`config.mk`:
```
export PLATFORM = sky130hd
export DESIGN_NAME = mem_port_arbiter_flat
export DESIGN_NICKNAME = d
export VERILOG_FILES = /design/src/rtl/mem_port_arbiter_if.sv /design/src/rtl/mem_port_arbiter.sv /design/src/flat_wrapper.sv
export SDC_FILE = /design/constraint.sdc
export NUM_CORES = 1
export LEC_CHECK = 0
export CAP_MARGIN = 20
export CELL_PAD_IN_SITES_DETAIL_PLACEMENT = 0
export CELL_PAD_IN_SITES_GLOBAL_PLACEMENT = 1
export CORE_ASPECT_RATIO = 1.4
export CORE_MARGIN = 3
export CORE_UTILIZATION = 27
export CTS_BUF_LIST = sky130_fd_sc_hd__clkbuf_4 sky130_fd_sc_hd__clkbuf_8
export DETAILED_ROUTE_END_ITERATION = 10
export GPL_TIMING_DRIVEN = 0
export HOLD_SLACK_MARGIN = 0.03
export PLACE_DENSITY_LB_ADDON = 0.12
export SLEW_MARGIN = 40
export SYNTH_ARGS = -nofsm -noshare
export SYNTH_HDL_FRONTEND = slang
export SYNTH_SLANG_ARGS = --single-unit
```
`constraint.sdc`:
```
create_clock -name clk -period 1.8 [get_ports clk]
set_input_delay 0.18 -clock clk [delete_from_list [all_inputs] [get_ports clk]]
set_output_delay 0.18 -clock clk [all_outputs]
set_load 0.005 [all_outputs]
```
`src/rtl/mem_port_arbiter_if.sv`:
```
// Core-side request/ack bundle plus the single data-memory port shared by fetch and load/store.
// No buffering; requesters hold req until their one-cycle ack.
interface mem_port_arbiter_if #(
    parameter int ADDR_W = 32,
    parameter int DATA_W = 32
);
    logic              if_req;
    logic [ADDR_W-1:0] if_addr;
    logic              if_ack;
    logic [DATA_W-1:0] if_rdata;
    logic              dm_req;
    logic              dm_we;
    logic [ADDR_W-1:0] dm_addr;
    logic [DATA_W-1:0] dm_wdata;
    logic              dm_ack;
    logic              dm_err;
    logic [DATA_W-1:0] dm_rdata;
    logic [ADDR_W-1:0] mem_addr;
    logic [DATA_W-1:0] mem_wdata;
    logic              mem_read;
    logic              mem_write;
    logic [DATA_W-1:0] mem_rdata;
    logic              busy;

    modport master (
        output if_req, if_addr, dm_req, dm_we, dm_addr, dm_wdata, mem_rdata,
        input  if_ack, if_rdata, dm_ack, dm_err, dm_rdata,
        input  mem_addr, mem_wdata, mem_read, mem_write, busy
    );

    modport slave (
        input  if_req, if_addr, dm_req, dm_we, dm_addr, dm_wdata, mem_rdata,
        output if_ack, if_rdata, dm_ack, dm_err, dm_rdata,
        output mem_addr, mem_wdata, mem_read, mem_write, busy
    );
endinterface

```
`src/rtl/mem_port_arbiter.sv`:
```
// Shares one memory port between fetch and load/store; ARB_ROUND_ROBIN_EN selects round-robin ties, else DM wins.
// Latency MEM_LAT+1 to ack (1 if misaligned); requesters stall by holding req until ack.
module mem_port_arbiter #(
    parameter int MEM_LAT = 2,
    parameter int ADDR_W  = 32,
    parameter int DATA_W  = 32
) (
    input  logic              clk,
    input  logic              rst,
    mem_port_arbiter_if.slave bus
);

    typedef enum logic [1:0] {S_IDLE, S_ACCESS, S_RESP} state_t;

    state_t            r_state;
    state_t            w_next;
    logic [3:0]        r_cnt;
    logic              r_own_dm;
    logic              r_we;
    logic              r_err;
    logic [ADDR_W-1:0] r_addr;
    logic [DATA_W-1:0] r_wdata;
    logic [DATA_W-1:0] r_if_rdata;
    logic [DATA_W-1:0] r_dm_rdata;

    logic              w_any;
    logic              w_grant_dm;
    logic [ADDR_W-1:0] w_req_addr;
    logic              w_misalign;
    logic              w_mem_read;
    logic              w_mem_write;
    logic              w_if_ack;
    logic              w_dm_ack;
    logic              w_dm_err;

    assign w_any = bus.if_req || bus.dm_req;

`ifdef ARB_ROUND_ROBIN_EN
    logic r_last_dm;
    // On a tie, favour whichever port was not granted last.
    assign w_grant_dm = bus.dm_req && (!bus.if_req || !r_last_dm);
`else
    assign w_grant_dm = bus.dm_req;
`endif

    assign w_req_addr = w_grant_dm ? bus.dm_addr : bus.if_addr;
    assign w_misalign = (w_req_addr[1:0] != 2'b00);

    always_comb begin
        w_next      = r_state;
        w_mem_read  = 1'b0;
        w_mem_write = 1'b0;
        w_if_ack    = 1'b0;
        w_dm_ack    = 1'b0;
        w_dm_err    = 1'b0;
        case (r_state)
            S_IDLE: begin
                if (w_any) w_next = w_misalign ? S_RESP : S_ACCESS;
            end
            S_ACCESS: begin
                w_mem_read  = !r_we;
                w_mem_write = r_we;
                if (r_cnt == 4'd0) w_next = S_RESP;
            end
            S_RESP: begin
                w_if_ack = !r_own_dm;
                w_dm_ack = r_own_dm;
                w_dm_err = r_own_dm && r_err;
                w_next   = S_IDLE;
            end
            default: w_next = S_IDLE;
        endcase
    end

    always_ff @(posedge clk) begin
        if (rst) begin
            r_state    <= S_IDLE;
            r_cnt      <= 4'd0;
            r_own_dm   <= 1'b0;
            r_we       <= 1'b0;
            r_err      <= 1'b0;
            r_addr     <= '0;
            r_wdata    <= '0;
            r_if_rdata <= '0;
            r_dm_rdata <= '0;
`ifdef ARB_ROUND_ROBIN_EN
            r_last_dm  <= 1'b0;
`endif
        end else begin
            r_state <= w_next;
            case (r_state)
                S_IDLE: begin
                    if (w_any) begin
                        r_own_dm <= w_grant_dm;
                        r_addr   <= w_req_addr;
                        r_wdata  <= w_grant_dm ? bus.dm_wdata : '0;
                        r_we     <= w_grant_dm && bus.dm_we;
                        r_err    <= w_misalign;
                        r_cnt    <= 4'(MEM_LAT - 1);
`ifdef ARB_ROUND_ROBIN_EN
                        r_last_dm <= w_grant_dm;
`endif
                    end
                end
                S_ACCESS: begin
                    if (r_cnt == 4'd0) begin
                        // Last strobe cycle: memory data is valid now.
                        if (!r_we && r_own_dm)  r_dm_rdata <= bus.mem_rdata;
                        if (!r_we && !r_own_dm) r_if_rdata <= bus.mem_rdata;
                    end else begin
                        r_cnt <= r_cnt - 4'd1;
                    end
                end
                default: ;
            endcase
        end
    end

    assign bus.mem_read  = w_mem_read;
    assign bus.mem_write = w_mem_write;
    assign bus.mem_addr  = r_addr;
    assign bus.mem_wdata = r_wdata;
    assign bus.if_ack    = w_if_ack;
    assign bus.dm_ack    = w_dm_ack;
    assign bus.dm_err    = w_dm_err;
    assign bus.if_rdata  = r_if_rdata;
    assign bus.dm_rdata  = r_dm_rdata;
    assign bus.busy      = (r_state != S_IDLE);

endmodule

```
`src/flat_wrapper.sv`:
```
// flat-port wrapper written by rule: the top's interface ports become plain ports
module mem_port_arbiter_flat 
#(
    parameter int MEM_LAT = 2,
    parameter int ADDR_W  = 32,
    parameter int DATA_W  = 32
)
  (clk, rst, bus_if_req, bus_if_addr, bus_dm_req, bus_dm_we, bus_dm_addr, bus_dm_wdata, bus_mem_rdata, bus_if_ack, bus_if_rdata, bus_dm_ack, bus_dm_err, bus_dm_rdata, bus_mem_addr, bus_mem_wdata, bus_mem_read, bus_mem_write, bus_busy);
  mem_port_arbiter_if #(.ADDR_W(ADDR_W), .DATA_W(DATA_W)) bus_i ();
  input  logic clk;
  input  logic rst;
  input wire logic [$bits(bus_i.if_req)-1:0] bus_if_req;
  input wire logic [$bits(bus_i.if_addr)-1:0] bus_if_addr;
  input wire logic [$bits(bus_i.dm_req)-1:0] bus_dm_req;
  input wire logic [$bits(bus_i.dm_we)-1:0] bus_dm_we;
  input wire logic [$bits(bus_i.dm_addr)-1:0] bus_dm_addr;
  input wire logic [$bits(bus_i.dm_wdata)-1:0] bus_dm_wdata;
  input wire logic [$bits(bus_i.mem_rdata)-1:0] bus_mem_rdata;
  output wire logic [$bits(bus_i.if_ack)-1:0] bus_if_ack;
  output wire logic [$bits(bus_i.if_rdata)-1:0] bus_if_rdata;
  output wire logic [$bits(bus_i.dm_ack)-1:0] bus_dm_ack;
  output wire logic [$bits(bus_i.dm_err)-1:0] bus_dm_err;
  output wire logic [$bits(bus_i.dm_rdata)-1:0] bus_dm_rdata;
  output wire logic [$bits(bus_i.mem_addr)-1:0] bus_mem_addr;
  output wire logic [$bits(bus_i.mem_wdata)-1:0] bus_mem_wdata;
  output wire logic [$bits(bus_i.mem_read)-1:0] bus_mem_read;
  output wire logic [$bits(bus_i.mem_write)-1:0] bus_mem_write;
  output wire logic [$bits(bus_i.busy)-1:0] bus_busy;
  assign bus_i.if_req = bus_if_req;
  assign bus_i.if_addr = bus_if_addr;
  assign bus_i.dm_req = bus_dm_req;
  assign bus_i.dm_we = bus_dm_we;
  assign bus_i.dm_addr = bus_dm_addr;
  assign bus_i.dm_wdata = bus_dm_wdata;
  assign bus_i.mem_rdata = bus_mem_rdata;
  assign bus_if_ack = bus_i.if_ack;
  assign bus_if_rdata = bus_i.if_rdata;
  assign bus_dm_ack = bus_i.dm_ack;
  assign bus_dm_err = bus_i.dm_err;
  assign bus_dm_rdata = bus_i.dm_rdata;
  assign bus_mem_addr = bus_i.mem_addr;
  assign bus_mem_wdata = bus_i.mem_wdata;
  assign bus_mem_read = bus_i.mem_read;
  assign bus_mem_write = bus_i.mem_write;
  assign bus_busy = bus_i.busy;
  mem_port_arbiter #(.MEM_LAT(MEM_LAT), .ADDR_W(ADDR_W), .DATA_W(DATA_W)) u_core (.clk(clk), .rst(rst), .bus(bus_i));
endmodule
```
==> results of run 1 <==
-- kinds of logic after synthesis --
family                     Yosys count
adders and majority gates            1
buffers and inverters               49
DFF                                137
muxes                               95
and+or+nand+nor                    126
AOI/OAI and AO/OA                  114
-- report_power, final --
group / internal, mW / switching (mW)
Sequential: 3.20 / 0.0958
Combinational: 0.778 / 0.526
Clock: 0.974 / 1.30
Total: 4.95 / 1.92
-- metrics by stage --
step                setup WS [ps]  total power, mW  util (%)  TNS (ps)  cells
floorplan                   -14.2             3.85         -      -142    522
global placement             -462             4.62      43.0    -31260   1035
detailed placement           -513             4.64      43.0    -33150   1035
CTS                          -109             6.96      45.5     -2060   1075
global route                -96.4             7.23      45.8     -1320   1080
finish                      -46.6             6.88      45.8      -516   1080
-- registers in the layout (all words and copies together) (netlist names) --
name and flops:
u_core.bus.dm_rdata 32, u_core.r_we 1, u_core.r_state 2, u_core.bus.mem_wdata 32, u_core.bus.mem_addr 32, u_core.r_own_dm 1
u_core.bus.if_rdata 32, u_core.r_cnt 4, u_core.r_err 1
-- layer usage --
layer / track usage (%) / wire [um]
met5: 0 / 0
met1: 16.9 / 6830
met3: 5.62 / 1260
met4: 4.77 / 238
met2: 29.4 / 9270
-- final timing paths --
check	from	to	slack, ps	cells after the start
worst min register to register	u_core.bus.if_rdata[11]	u_core.bus.if_rdata[11]	460	2
worst max register to register	u_core.r_cnt[0]	u_core.bus.if_rdata[25]	-50	6
worst max-delay path	u_core.r_cnt[0]	u_core.bus.if_rdata[25]	-50	6
worst min-delay path	bus_mem_rdata[27]	u_core.bus.if_rdata[27]	320	3
-- cells in the final DEF (no fill, tap or decap), types with 5 or more instances in the layout --
cell and instances:
a211oi_1 33, a22o_1 33, mux2i_1 95, inv_6 5, nand2_1 97, dfxtp_1 134
clkdlybuf4s50_1 259, a21oi_1 37, buf_4 11, buf_1 5, clkbuf_2 5, buf_6 5
clkbuf_1 21, clkbuf_8 17
-- tightest hold or removal path, stage by stage --
cell and delay (ps):
clkdlybuf4s50_1 400, nand2_1 80, mux2i_1 60
-- final cells by class --
class	instances	area, um2
tap	248	310
sequential	137	2750
clock inverter	15	115
buffer	43	238
inverter	5	18.8
fill	1902	10500
clock buffer	17	234
multi-input combinational	336	2400
timing repair buffer	279	2780
-- timing repair --
item	4_1_cts	5_1_grt
pin swaps	2	0
endpoints found under the setup margin	129	70
cloned	1	0
gates resized for setup	21	19
setup buffers	7	6
==> impl_metrics.tcl, run 1 <==
set metrics [dict create \
    status "finished, violations left" \
    violations "setup timing" \
    drc 0 \
    synth_top_area_share_pct 51.5 \
    ys_seq_area_share_pct 51.5 \
    initial_core_util_pct 27.6 \
    async_reset_ff_share_pct 0 \
    synth.area.top_cells "dfxtp_1 (51%), mux2i_1 (18%), nand2_1 (6.8%), a22o_1 (5.4%), a211oi_1 (4.7%)" \
    synth_compound_area_share_pct 15.1 \
    cts_tree "built" \
    cts_root_buf "clkbuf_8" \
    wl_per_cell_um 16.3 \
    grt_pass1_vias 5140 \
    synth-simple-area-share_pct 10.9 \
    worstPathMaxFanout 10 \
    core_um2 19300 \
    gp_congestion 0.742 \
    final_area_um2 8840 \
    wl_um 17600 \
    synth_area_um2 5330 \
    holdWs_ps 319 \
    avgSynthCellArea_um2 10.2 \
    io_buffers 265 \
    synth_xor_xnor_area_share_pct 0 \
    rsz0062_at_grt "yes" \
    yosysMostFrequentCell "dfxtp_1" \
    netlist_instances 522 \
    timing.final.crit_share_pct 103 \
    worstPathArrival_ps 2180 \
    cap_violations 0 \
    grt_max_degree 17 \
    path_class "flip-flop to flip-flop" \
    ys_top_cells_by_count "dfxtp_1 (137), nand2_1 (97), mux2i_1 (95)" \
    synth_top_family_by_area "multiplexers" \
    slowest_stage "or4_4" \
    cts_sinks 137 \
    final-max-slew-violation-count 0 \
    setup_ws_ps -46.6 \
    synth-edff-count 0 \
    vias_per_cell 4.59 \
    cp-end-kind "flip-flop" \
    powerDensity_nw_per_um2 778 \
    grt_pass1_wl_um 27100 \
    fmax_ghz 0.542 \
    detail-route-antenna-nets 0 \
    leakage_nw 3.53 \
    clk_pin_slew_ps 80 \
    hold_buffers 0 \
    firstDrtPassIters 4 \
    die_y_um 172 \
    hp-class "input pin to flip-flop" \
    yosys.area_share.adder_pct 0.235 \
    die_w_um 125 \
    insertion_delay_ps 440 \
    gr-total-overflow 0 \
    first_iter_violations 195 \
    final_layout_size_suffix_gt1_share_pct 9.98 \
    yosys.area.top_type "dfxtp_1" \
    rows 60 \
    ctsHtreeMaxLevel 4 \
    hold_violations 0 \
    critical_path.max_stage_delay_ps 510 \
    synthMuxAreaShare_pct 17.8 \
    crit_chain "inv_2 > ha_4 > or3b_4 > or4_4 > buf_12 > mux2i_1" \
    cp_num_buf_inv 2 \
    ir_drop_mv 0.354 \
    dp_hpwl_um 13600 \
    cts_buffers 17 \
    io_pins 267 \
    fin_skew_ps 10.4 \
    setup_viol 16 \
    clockBufferDepth 2 \
    synth-seq-cells 137 \
    ys_warn_count 0 \
    cp.required_ps 2130 \
    num_antenna_cells 0 \
    worst_slew_pin_slew_ps 711 \
    route.vias.total 4962 \
    worstSetupStartpointType "flip-flop" \
    fin_crit_ps 1850 \
    dpl_cell_area_um2 8310 \
    track_usage_pct 15.8 \
    antenna_found_initial 0 \
    nNetsFinal 953 \
    dieArea_um2 21500 \
    synth_cell_type_count 41 \
    syn_nets 656 \
    cp_top_family "simple AND/OR/NAND/NOR gates" \
    area_growth_pct 66.0 \
    timing.slew.headroom_pct 52.6 \
    ys.flop_type "dfxtp_1" \
]
(Power assumes the default switching activity.)
==> run 2: changes to the inputs <==
--- a/config.mk
+++ b/config.mk
@@ -5,12 +5,13 @@
 export SDC_FILE = /design/constraint.sdc
 export NUM_CORES = 1
 export LEC_CHECK = 0
+export ABC_CLOCK_PERIOD_IN_PS = 2130
 export CAP_MARGIN = 20
 export CELL_PAD_IN_SITES_DETAIL_PLACEMENT = 0
 export CELL_PAD_IN_SITES_GLOBAL_PLACEMENT = 1
 export CORE_ASPECT_RATIO = 1.4
 export CORE_MARGIN = 3
-export CORE_UTILIZATION = 27
+export CORE_UTILIZATION = 32
 export CTS_BUF_LIST = sky130_fd_sc_hd__clkbuf_4 sky130_fd_sc_hd__clkbuf_8
 export DETAILED_ROUTE_END_ITERATION = 10
 export GPL_TIMING_DRIVEN = 0
==> constraint.sdc (replaced) <==
create_clock -name clk -period 2.13 [get_ports clk]
set_input_delay 0.213 -clock clk [delete_from_list [all_inputs] [get_ports clk]]
set_output_delay 0.213 -clock clk [all_outputs]
set_load 0.005 [all_outputs]
==> impl_metrics.tcl, run 2 (synthesized netlist as in run 1, its figures left out) <==
set metrics [dict create \
    dieArea_um2 18300 \
    die_y_um 159 \
    cts_sinks 137 \
    cts_tree "built" \
    min_delay_worst_endpoint "u_core.bus.if_rdata[26]" \
    clkPwrFrac_pct 40.4 \
    power_frac_seq_pct 43.1 \
    powerDensity_nw_per_um2 738 \
    grt_max_degree 17 \
    fin_crit_ps 2020 \
    r2r_end "u_core.bus.if_rdata[25]" \
    totalPowerFinal_mw 6.47 \
    setup_viol 0 \
    r2r_slack_ps 110 \
    final_util_pct 54.0 \
    die_w_um 115 \
    status "finished, final reports clean" \
    dpl_cell_area_um2 8230 \
    wl_um 16900 \
    worstSetupStartpointType "flip-flop" \
    setup_tns_ps 0 \
    hold_violations 0 \
    gr-total-overflow 0 \
    pwr-share-comb_pct 16.5 \
    worstPathArrival_ps 2360 \
    holdWs_ps 366 \
    gp_congestion 0.767 \
    whs_path_depth 3 \
    area_growth_pct 64.6 \
    initial_core_util_pct 32.8 \
    clk_pin_slew_ps 90 \
    cp-end-kind "flip-flop" \
    num_antenna_cells 0 \
    worst-r2r-cell-count 7 \
    wl_per_cell_um 16.6 \
    path_class "flip-flop to flip-flop" \
    firstDrtPassIters 4 \
    antenna_found_initial 0 \
    drc 0 \
    ir_drop_mv 0.337 \
    layout_common_cells "clkdlybuf4s50_1 (265), dfxtp_1 (137), nand2_1 (97)" \
    final_layout_size_suffix_gt1_share_pct 7.53 \
    grt_pass1_vias 5221 \
    route.vias.total 4925 \
    rsz0062_at_grt "no" \
    ctsHtreeMaxLevel 4 \
    fin_skew_ps 14.8 \
    io_buffers 265 \
    r2r-start "u_core.r_cnt[0]" \
    rows 55 \
    final_area_um2 8770 \
    power.share.switching_pct 24.2 \
    cap_violations 0 \
    cts_buffers 17 \
    cts_root_buf "clkbuf_8" \
    insertion_delay_ps 420 \
    leakage_nw 3.50 \
    io_pins 267 \
    timing.slew.headroom_pct 53.1 \
    worstPathMaxFanout 10 \
    first_iter_violations 200 \
    track_usage_pct 18.1 \
    timing.final.crit_share_pct 94.9 \
    clockBufferDepth 2 \
    mostFrequentLayoutCell "clkdlybuf4s50_1" \
    final-max-slew-violation-count 0 \
    grt_pass1_wl_um 26100 \
    p_sw_mw 1.56 \
    internal_power_mw 4.91 \
    worst_slew_pin_slew_ps 704 \
    core_um2 16200 \
    vias_per_cell 4.82 \
    hp-class "input pin to flip-flop" \
    hold_start "bus_mem_rdata[26]" \
    nNetsFinal 944 \
    dp_hpwl_um 13100 \
    detail-route-antenna-nets 0 \
    fmax_ghz 0.495 \
    cp.required_ps 2470 \
]
## run 2: layout make-up
class                   count  area [um2]
clock inverters            13         240
multi-input cells         336        2360
repair buffers            269        2680
flip-flops and latches    137        2740
well taps                 199         249
fillers                  1535        7470
plain buffers              44         225
inverters                   5        18.8
clock buffers              19         249
## run 2: metal layers
layer	wire length (um)	track usage, %	vias to the layer above	part of all wire (%)
met5	0	0	-	0
met4	327	5.87	0	1.9
met3	1370	6.46	25	8.1
met2	8810	33.0	183	52
met1	6410	19.1	2286	38
li1	-	-	2431	-
## run 2: power groups by stage
stage          registers (mW)  logic [mW]  clock network, mW
6_report                 2.79        1.07               2.61
5_1_grt                  2.81        1.16               2.80
4_1_cts                  2.79        1.08               2.70
3_5_place_dp             2.84        1.07                  0
3_3_place_gp             2.84        1.05                  0
2_1_floorplan            2.85       0.399                  0
## run 2: through the flow
| stage | setup slack, ps | cells |
|---|---|---|
| after detailed placement | -193 | 986 |
| after global routing | 8.80 | 1022 |
| after floorplan | 262 | 522 |
| after global placement | -166 | 986 |
| final | 109 | 1022 |
| after CTS | -9.54 | 1019 |
## run 2: worst max-delay path by stage
stage	startpoint	end	slack (ps)	depth (start not counted)
after floorplan	u_core.r_cnt[0]	u_core.bus.if_rdata[21]	260	7
after global placement	bus_if_req	u_core.r_cnt[3]	-170	6
after detailed placement	bus_if_req	u_core.r_cnt[3]	-190	6
after CTS	u_core.r_state[0]	bus_mem_write	-10	4
after global routing	u_core.r_state[0]	bus_mem_read	9	5
final	u_core.r_cnt[0]	u_core.bus.if_rdata[25]	110	7
## run 2: timing repair
action / in CTS / in global routing
resized for setup: 3 / 3
setup endpoints to repair: 31 / 3
hold buffers: 0 / 0
pin swaps: 1 / 1
buffers inserted: 1 / 3
## run 2: worst max-delay path, cell delays in order, from the launching register on
cell and delay, ps:
dfxtp_1 330, inv_1 80, ha_1 200, or3b_4 420, or4_4 430, buf_6 170, buf_12 150, mux2i_1 160
==> run 3: changes to the inputs <==
--- a/config.mk
+++ b/config.mk
@@ -15,7 +15,6 @@
 export CTS_BUF_LIST = sky130_fd_sc_hd__clkbuf_4 sky130_fd_sc_hd__clkbuf_8
 export DETAILED_ROUTE_END_ITERATION = 10
 export GPL_TIMING_DRIVEN = 0
-export HOLD_SLACK_MARGIN = 0.03
 export PLACE_DENSITY_LB_ADDON = 0.12
 export SLEW_MARGIN = 40
 export SYNTH_ARGS = -nofsm -noshare
==> results of run 3 <==
Same layout as run 2: the final DEF is identical, and so are final timing and power.
